File: src/rtl/count_trace_pkg.sv
// Shared definitions for the mod-M counter trace buffer.
// Holds the default counter/trace geometry used by both the design and the
// counter bench, the packed trace record layout for those defaults, and a
// helper that computes the record width for any parameterisation.
package count_trace_pkg;

  localparam int unsigned DEF_M     = 12;
  localparam int unsigned DEF_N     = 4;
  localparam int unsigned DEF_TW    = 16;
  localparam int unsigned DEF_DEPTH = 8;
  localparam int unsigned DEF_AW    = 3;

  // Field order matches the packed layout stored in the FIFO:
  // {timestamp, count, expected, error}, timestamp in the MSBs.
  typedef struct packed {
    logic [DEF_TW-1:0] timestamp;
    logic [DEF_N-1:0]  count;
    logic [DEF_N-1:0]  expected;
    logic              error;
  } trace_rec_t;

  localparam int unsigned REC_W = $bits(trace_rec_t);

  function automatic int unsigned rec_width(input int unsigned tw, input int unsigned n);
    return tw + 2 * n + 1;
  endfunction

endpackage

File: src/rtl/count_trace_buffer_sync_fifo.sv
// Single-clock FIFO for trace records.
// Ports:
//   clk, rst_n      - clock, asynchronous active-low reset
//   i_clr           - synchronous flush (priority over push/pop)
//   i_push, i_data  - write request and record
//   i_pop           - read request; ignored when empty
//   o_data          - head record, all-zero while empty
//   o_full/o_empty  - occupancy flags
//   o_level         - occupancy 0..DEPTH
// A push while full is accepted only when a pop happens in the same cycle.
module sync_fifo #(
  parameter int unsigned W     = 25,
  parameter int unsigned DEPTH = 8,
  parameter int unsigned AW    = 3
) (
  input  logic          clk,
  input  logic          rst_n,
  input  logic          i_clr,
  input  logic          i_push,
  input  logic [W-1:0]  i_data,
  input  logic          i_pop,
  output logic [W-1:0]  o_data,
  output logic          o_full,
  output logic          o_empty,
  output logic [AW:0]   o_level
);

  logic [W-1:0]  r_mem [DEPTH];
  logic [AW-1:0] r_wr_ptr;
  logic [AW-1:0] r_rd_ptr;
  logic [AW:0]   r_level;

  logic w_do_push;
  logic w_do_pop;

  assign o_empty   = (r_level == '0);
  assign o_full    = (r_level == (AW+1)'(DEPTH));
  assign o_level   = r_level;
  assign w_do_pop  = i_pop && !o_empty;
  assign w_do_push = i_push && (!o_full || w_do_pop);

  // Full + pop + push: the slot being written is the one just read, so the
  // write and the read pointer advance in the same edge keep order intact.
  assign o_data = o_empty ? '0 : r_mem[r_rd_ptr];

  always_ff @(posedge clk) begin
    if (w_do_push && !i_clr) begin
      r_mem[r_wr_ptr] <= i_data;
    end
  end

  always_ff @(posedge clk or negedge rst_n) begin
    if (!rst_n) begin
      r_wr_ptr <= '0;
      r_rd_ptr <= '0;
      r_level  <= '0;
    end else if (i_clr) begin
      r_wr_ptr <= '0;
      r_rd_ptr <= '0;
      r_level  <= '0;
    end else begin
      if (w_do_push) r_wr_ptr <= r_wr_ptr + 1'b1;
      if (w_do_pop)  r_rd_ptr <= r_rd_ptr + 1'b1;
      if (w_do_push && !w_do_pop)      r_level <= r_level + 1'b1;
      else if (!w_do_push && w_do_pop) r_level <= r_level - 1'b1;
    end
  end

endmodule

File: src/rtl/count_trace_buffer.sv
// Trace monitor for a mod-M counter.
// Checks the upstream count/complete_tick stream against a resyncing mod-M
// reference and queues timestamped records {time, count, expected, error}
// for a valid/ready consumer.
// Ports:
//   clk, reset        - clock, asynchronous active-low reset
//   en                - upstream counter running; check/record only when 1
//   clr               - synchronous clear of checker, timestamp, FIFO, status
//   log_all           - 1: record every en cycle; 0: only tick or error cycles
//   count_in, tick_in - observed counter outputs
//   out_valid/ready   - record handshake
//   out_time/count/expected/error - head record fields
//   overflow          - sticky: a record was dropped on a full FIFO
//   level             - FIFO occupancy
//   err_cnt           - saturating mismatch count
module count_trace_buffer
  import count_trace_pkg::*;
#(
  parameter int unsigned M     = DEF_M,
  parameter int unsigned N     = DEF_N,
  parameter int unsigned TW    = DEF_TW,
  parameter int unsigned DEPTH = DEF_DEPTH,
  parameter int unsigned AW    = DEF_AW
) (
  input  logic          clk,
  input  logic          reset,
  input  logic          en,
  input  logic          clr,
  input  logic          log_all,
  input  logic [N-1:0]  count_in,
  input  logic          tick_in,
  output logic          out_valid,
  input  logic          out_ready,
  output logic [TW-1:0] out_time,
  output logic [N-1:0]  out_count,
  output logic [N-1:0]  out_expected,
  output logic          out_error,
  output logic          overflow,
  output logic [AW:0]   level,
  output logic [7:0]    err_cnt
);

  localparam int unsigned RW = rec_width(TW, N);

  logic [TW-1:0] r_ts;
  logic [N-1:0]  r_exp;
  logic          r_overflow;
  logic [7:0]    r_err_cnt;

  logic          w_is_last;
  logic          w_mismatch;
  logic          w_active;
  logic          w_push_req;
  logic          w_push;
  logic          w_pop;
  logic          w_full;
  logic          w_empty;
  logic [RW-1:0] w_rec;
  logic [RW-1:0] w_head;

  assign w_is_last  = (count_in == N'(M - 1));
  assign w_mismatch = (count_in != r_exp) || (tick_in != w_is_last);
  assign w_active   = en && !clr;
  assign w_push_req = w_active && (log_all || tick_in || w_mismatch);
  assign w_pop      = out_valid && out_ready;
  assign w_push     = w_push_req && (!w_full || w_pop);
  assign w_rec      = {r_ts, count_in, r_exp, w_mismatch};

  always_ff @(posedge clk or negedge reset) begin
    if (!reset) begin
      r_ts <= '0;
    end else if (clr) begin
      r_ts <= '0;
    end else begin
      r_ts <= r_ts + 1'b1;
    end
  end

  // Reference resyncs to the observed count, so a single glitch costs one
  // error record instead of a cascade.
  always_ff @(posedge clk or negedge reset) begin
    if (!reset) begin
      r_exp <= '0;
    end else if (clr) begin
      r_exp <= '0;
    end else if (en) begin
      r_exp <= w_is_last ? '0 : count_in + 1'b1;
    end
  end

  always_ff @(posedge clk or negedge reset) begin
    if (!reset) begin
      r_err_cnt <= '0;
    end else if (clr) begin
      r_err_cnt <= '0;
    end else if (w_active && w_mismatch && (r_err_cnt != '1)) begin
      r_err_cnt <= r_err_cnt + 1'b1;
    end
  end

  always_ff @(posedge clk or negedge reset) begin
    if (!reset) begin
      r_overflow <= 1'b0;
    end else if (clr) begin
      r_overflow <= 1'b0;
    end else if (w_push_req && !w_push) begin
      r_overflow <= 1'b1;
    end
  end

  sync_fifo #(
    .W     (RW),
    .DEPTH (DEPTH),
    .AW    (AW)
  ) u_fifo (
    .clk     (clk),
    .rst_n   (reset),
    .i_clr   (clr),
    .i_push  (w_push),
    .i_data  (w_rec),
    .i_pop   (w_pop),
    .o_data  (w_head),
    .o_full  (w_full),
    .o_empty (w_empty),
    .o_level (level)
  );

  assign out_valid = !w_empty;
  assign {out_time, out_count, out_expected, out_error} = w_head;
  assign overflow  = r_overflow;
  assign err_cnt   = r_err_cnt;

endmodule

File: config.mk
export PLATFORM = sky130hd
export DESIGN_NAME = count_trace_buffer
export DESIGN_NICKNAME = d
export VERILOG_FILES = /design/src/rtl/count_trace_pkg.sv /design/src/rtl/count_trace_buffer_sync_fifo.sv /design/src/rtl/count_trace_buffer.sv
export SDC_FILE = /design/constraint.sdc
export NUM_CORES = 1
export LEC_CHECK = 0
export ABC_AREA = 0
export BUFFER_PORTS_ARGS = -buffer_cell sky130_fd_sc_hd__buf_2
export CORE_ASPECT_RATIO = 0.5
export CORE_MARGIN = 4
export CORE_UTILIZATION = 61
export DETAILED_ROUTE_END_ITERATION = 8
export HOLD_SLACK_MARGIN = 0.1
export PLACE_DENSITY = 0.91
export SLEW_MARGIN = 0
export SYNTH_ARGS = -nofsm -noshare
export SYNTH_HDL_FRONTEND = slang
export SYNTH_HIERARCHICAL = 1
export SYNTH_SLANG_ARGS = --single-unit
File: constraint.sdc
create_clock -name clk -period 6.52 [get_ports clk]
set_input_delay 0.652 -clock clk [delete_from_list [all_inputs] [get_ports clk]]
set_output_delay 0.652 -clock clk [all_outputs]
set_load 0.005 [all_outputs]
==> flow_summary_export.csv <==
group,metric,value,unit
pwr,ir_worst_vdd,0.173,mV
placement,pre_cts_ws,2.90,ns
yosys,synth_fp_nets,572,
setup_path,start_kind,"flip-flop",
sta,skew,0.00933,ns
cts,ctsHtreeMaxLevel,1,
final_layout,diodes,0,
floorplanning,die_h,97.7,um
placement,hpwl,11100,um
cts,cts_tree,"yes",
yosys,netlist_area,9810,um^2
routing,num_vias,5444,
pwr,combPwrFrac,20.0,%
yosys,ys_top_cells_by_count,"edfxtp_1 (200), nor2_1 (64), mux4_2 (50), dfrtp_1 (39), mux2i_1 (30)",
setup_path,critPathCaptureType,"primary output",
yosys,synth_top_family_by_area,"multiplexers",
yosys,yosys.area_share.adder,1.10,%
cts,cts_root_buf,"clkbuf_16",
yosys,ys.warnings.count,6,
sta,max_freq,0.298,GHz
sta,hold_viol,0,
yosys,synth-seq-cells,239,
pwr,p_int,0.00265,W
floorplanning,start_util,63.0,%
sta,finalMaxSlewViolations,0,
yosys,yosysMostFrequentCell,"edfxtp_1",
routing,routed_wl,21200,um
global_route,grt_overflow,0,
min_path,worstHoldPathType,"input port to async pin",
sta,worst_pin_slew,1.03,ns
yosys,avgSynthCellArea,17.7,um^2
floorplanning,die_x,187,um
setup_path,r2r_cells,8,
placement,finalWeightedCongestion,0.796,
routing,drtIter0Drc,624,
final_layout,layout-drive-gt1-share,25.4,%
status,status,"complete, no violations",
routing,drc,0,
sta,post-route-min-period,3.36,ns
yosys,synth_area_leaders,"edfxtp_1 (61%), mux4_2 (11%), dfrtp_1 (10%), mux2i_1 (3.1%), nor2_1 (2.4%)",
sta,rsz0062_at_grt,"false",
job,drv_cap,0,
yosys,synth_cell_types,51,
global_route,grt_max_degree,53,
global_route,grt_usage,23.4,%
yosys,synth-compound-area-share,2.65,%
yosys,synth_largest_area_cell,"edfxtp_1",
setup_path,cp_max_fo,52,
final_layout,design_area,10900,um^2
floorplanning,rows,32,
setup_path,reg2reg_to,"u_fifo/r_mem[4][17]$_DFFE_PP_",
pwr,p_clk_share,30.7,%
setup_path,cp-startpoint,"u_fifo/r_rd_ptr[0]$_DFFE_PN0P_",
cts,clk_pin_slew,0.08,ns
setup_path,regToRegSetupSlack,3.17,ns
sta,setup_violations,0,
pwr,power_density,337,nW/um^2
pwr,leakagePower,3.78,nW
global_route,grt_pass1_wl,32900,um
cts,hold_buffers,0,
sta,maxSlewHeadroom,31.5,%
pwr,total_power,0.00368,W
yosys,ys_seq_area_share,71.2,%
sta,fin_crit_sh,51.5,%
cts,cts.repair.resized,0,
sta,setup_tns,0,ns
cts,worstSkewPairLatency,0.50,ns
yosys,synthMuxAreaShare,14.5,%
global_route,antenna_found_initial,0,
yosys,synth-simple-area-share,6.20,%
placement,port-buffer-count,49,
yosys,netlist.area_leader.share,61.2,%
final_layout,layout.nets,627,
floorplanning,io_pins,50,
yosys,async_reset_ff_share,16.3,%
pwr,p_sw,0.00102,W
sta,hold_ws,0.315,ns
routing,drt_pre_antenna_iters,5,
floorplanning,core_area,15600,um^2
setup_path,worst-setup-path-type,"flip-flop to primary output",
floorplanning,die-area,18300,um^2
setup_path,cp_data_arrival_time,2.71,ns
cts,cts_buffer_depth,3,
routing,ant_nets,0,
final_layout,syn_to_final_growth,11.2,%
routing,wl_per_cell,25.6,um
yosys,synthCells,553,
sta,finalWorstSetupSlack,3.16,ns
global_route,grt_pass1_vias,5491,
yosys,ys.flop_type,"edfxtp_1",
yosys,synth_xor_xnor_area_share,2.50,%
cts,postCtsSetupBuffers,0,
placement,placed_area,10300,um^2
yosys,synth_edf_count,200,
cts,clkSinkCount,239,
pwr,p_seq_share,49.3,%
setup_path,r2r-start,"r_exp[3]$_DFFE_PN0P_",
setup_path,required,5.87,ns
cts,cts_made_buffers,20,
routing,routed_via_density,6.59,
pwr,swShare,27.8,%
power by group through the flow:
stage | clock network, W | registers (W) | logic (W)
CTS | 0.00113 | 0.00182 | 0.000736
global route | 0.00121 | 0.00184 | 0.000792
finish | 0.00113 | 0.00181 | 0.000734
detailed placement | 0 | 0.00185 | 0.000716
global placement | 0 | 0.00185 | 0.000692
floorplan | 0 | 0.00174 | 0.000591
stage by stage:
stage | util, % | instances
final | 70.0 | 826
after global routing | 70.0 | 826
after CTS | 70.0 | 826
after floorplan | - | 553
after global placement | 66.1 | 790
after detailed placement | 66.1 | 790
logic make-up (layout without fill, tap and decap cells):
group,count (synthesis),in the layout
mux,80,80
simple gates,126,126
flops,239,239
compound gates,35,35
buf+inv,37,106
fa+ha+maj,8,8
xor+xnor,28,28
sequential cells by signal (all words and copies together), names as in the netlist:
register,flops
u_fifo/r_rd_ptr,3
u_fifo/r_wr_ptr,3
u_fifo/r_mem,200
err_cnt,8
u_fifo/o_level,4
overflow,1
r_exp,4
r_ts,16
cells in the final DEF (no fill, tap or decap), drive strengths merged, types with 3 or more instances in the layout:
| cell | instances |
|---|---|
| nand3 | 11 |
| xor2 | 18 |
| clkinv | 10 |
| clkbuf | 23 |
| a21oi | 8 |
| nor4 | 3 |
| clkinvlp | 3 |
| o21ai | 8 |
| mux2i | 30 |
| ha | 7 |
| nor2 | 64 |
| nand2 | 14 |
| mux4 | 50 |
| nand4 | 5 |
| xnor2 | 10 |
| nor3 | 7 |
| and3 | 6 |
| dfrtp | 39 |
| or3 | 4 |
| edfxtp | 200 |
| inv | 10 |
| buf | 60 |
| a211oi | 4 |
| nand3b | 3 |
routing by layer:
metal	part of all wire, %	track usage (%)	vias to the layer above	routed length, um
met5	0	0	-	0
met3	9.8	4.77	51	2080
met2	49	38.3	363	10300
met4	2.7	6.59	0	568
met1	39	32.9	2764	8240
li1	-	-	2266	-
how the worst max path moves through the flow:
stage,end,cells after the start
after global placement,u_fifo/r_mem[4][12]$_DFFE_PP_,10
after CTS,out_expected[2],4
after detailed placement,u_fifo/r_mem[4][12]$_DFFE_PP_,10
after global routing,out_expected[2],4
final,out_expected[2],4
after floorplan,u_fifo/r_mem[0][0]$_DFFE_PP_,9
worst max-delay path, stage by stage, from the launching register on:
cell	delay, ns
dfrtp_4	1.10
mux4_2	0.64
mux2i_1	0.24
nor2_1	0.07
buf_2	0.14
cell type report:
class                           instances  area (um^2)
Tap cell                              204          255
Multi-Input combinational cell        277         2680
Timing Repair Buffer                   60          328
Fill cell                             867         4680
Inverter                               10         37.5
Clock inverter                         13         76.3
Clock buffer                           23          533
Sequential cell                       239         6990
(Power assumes the default switching activity.)
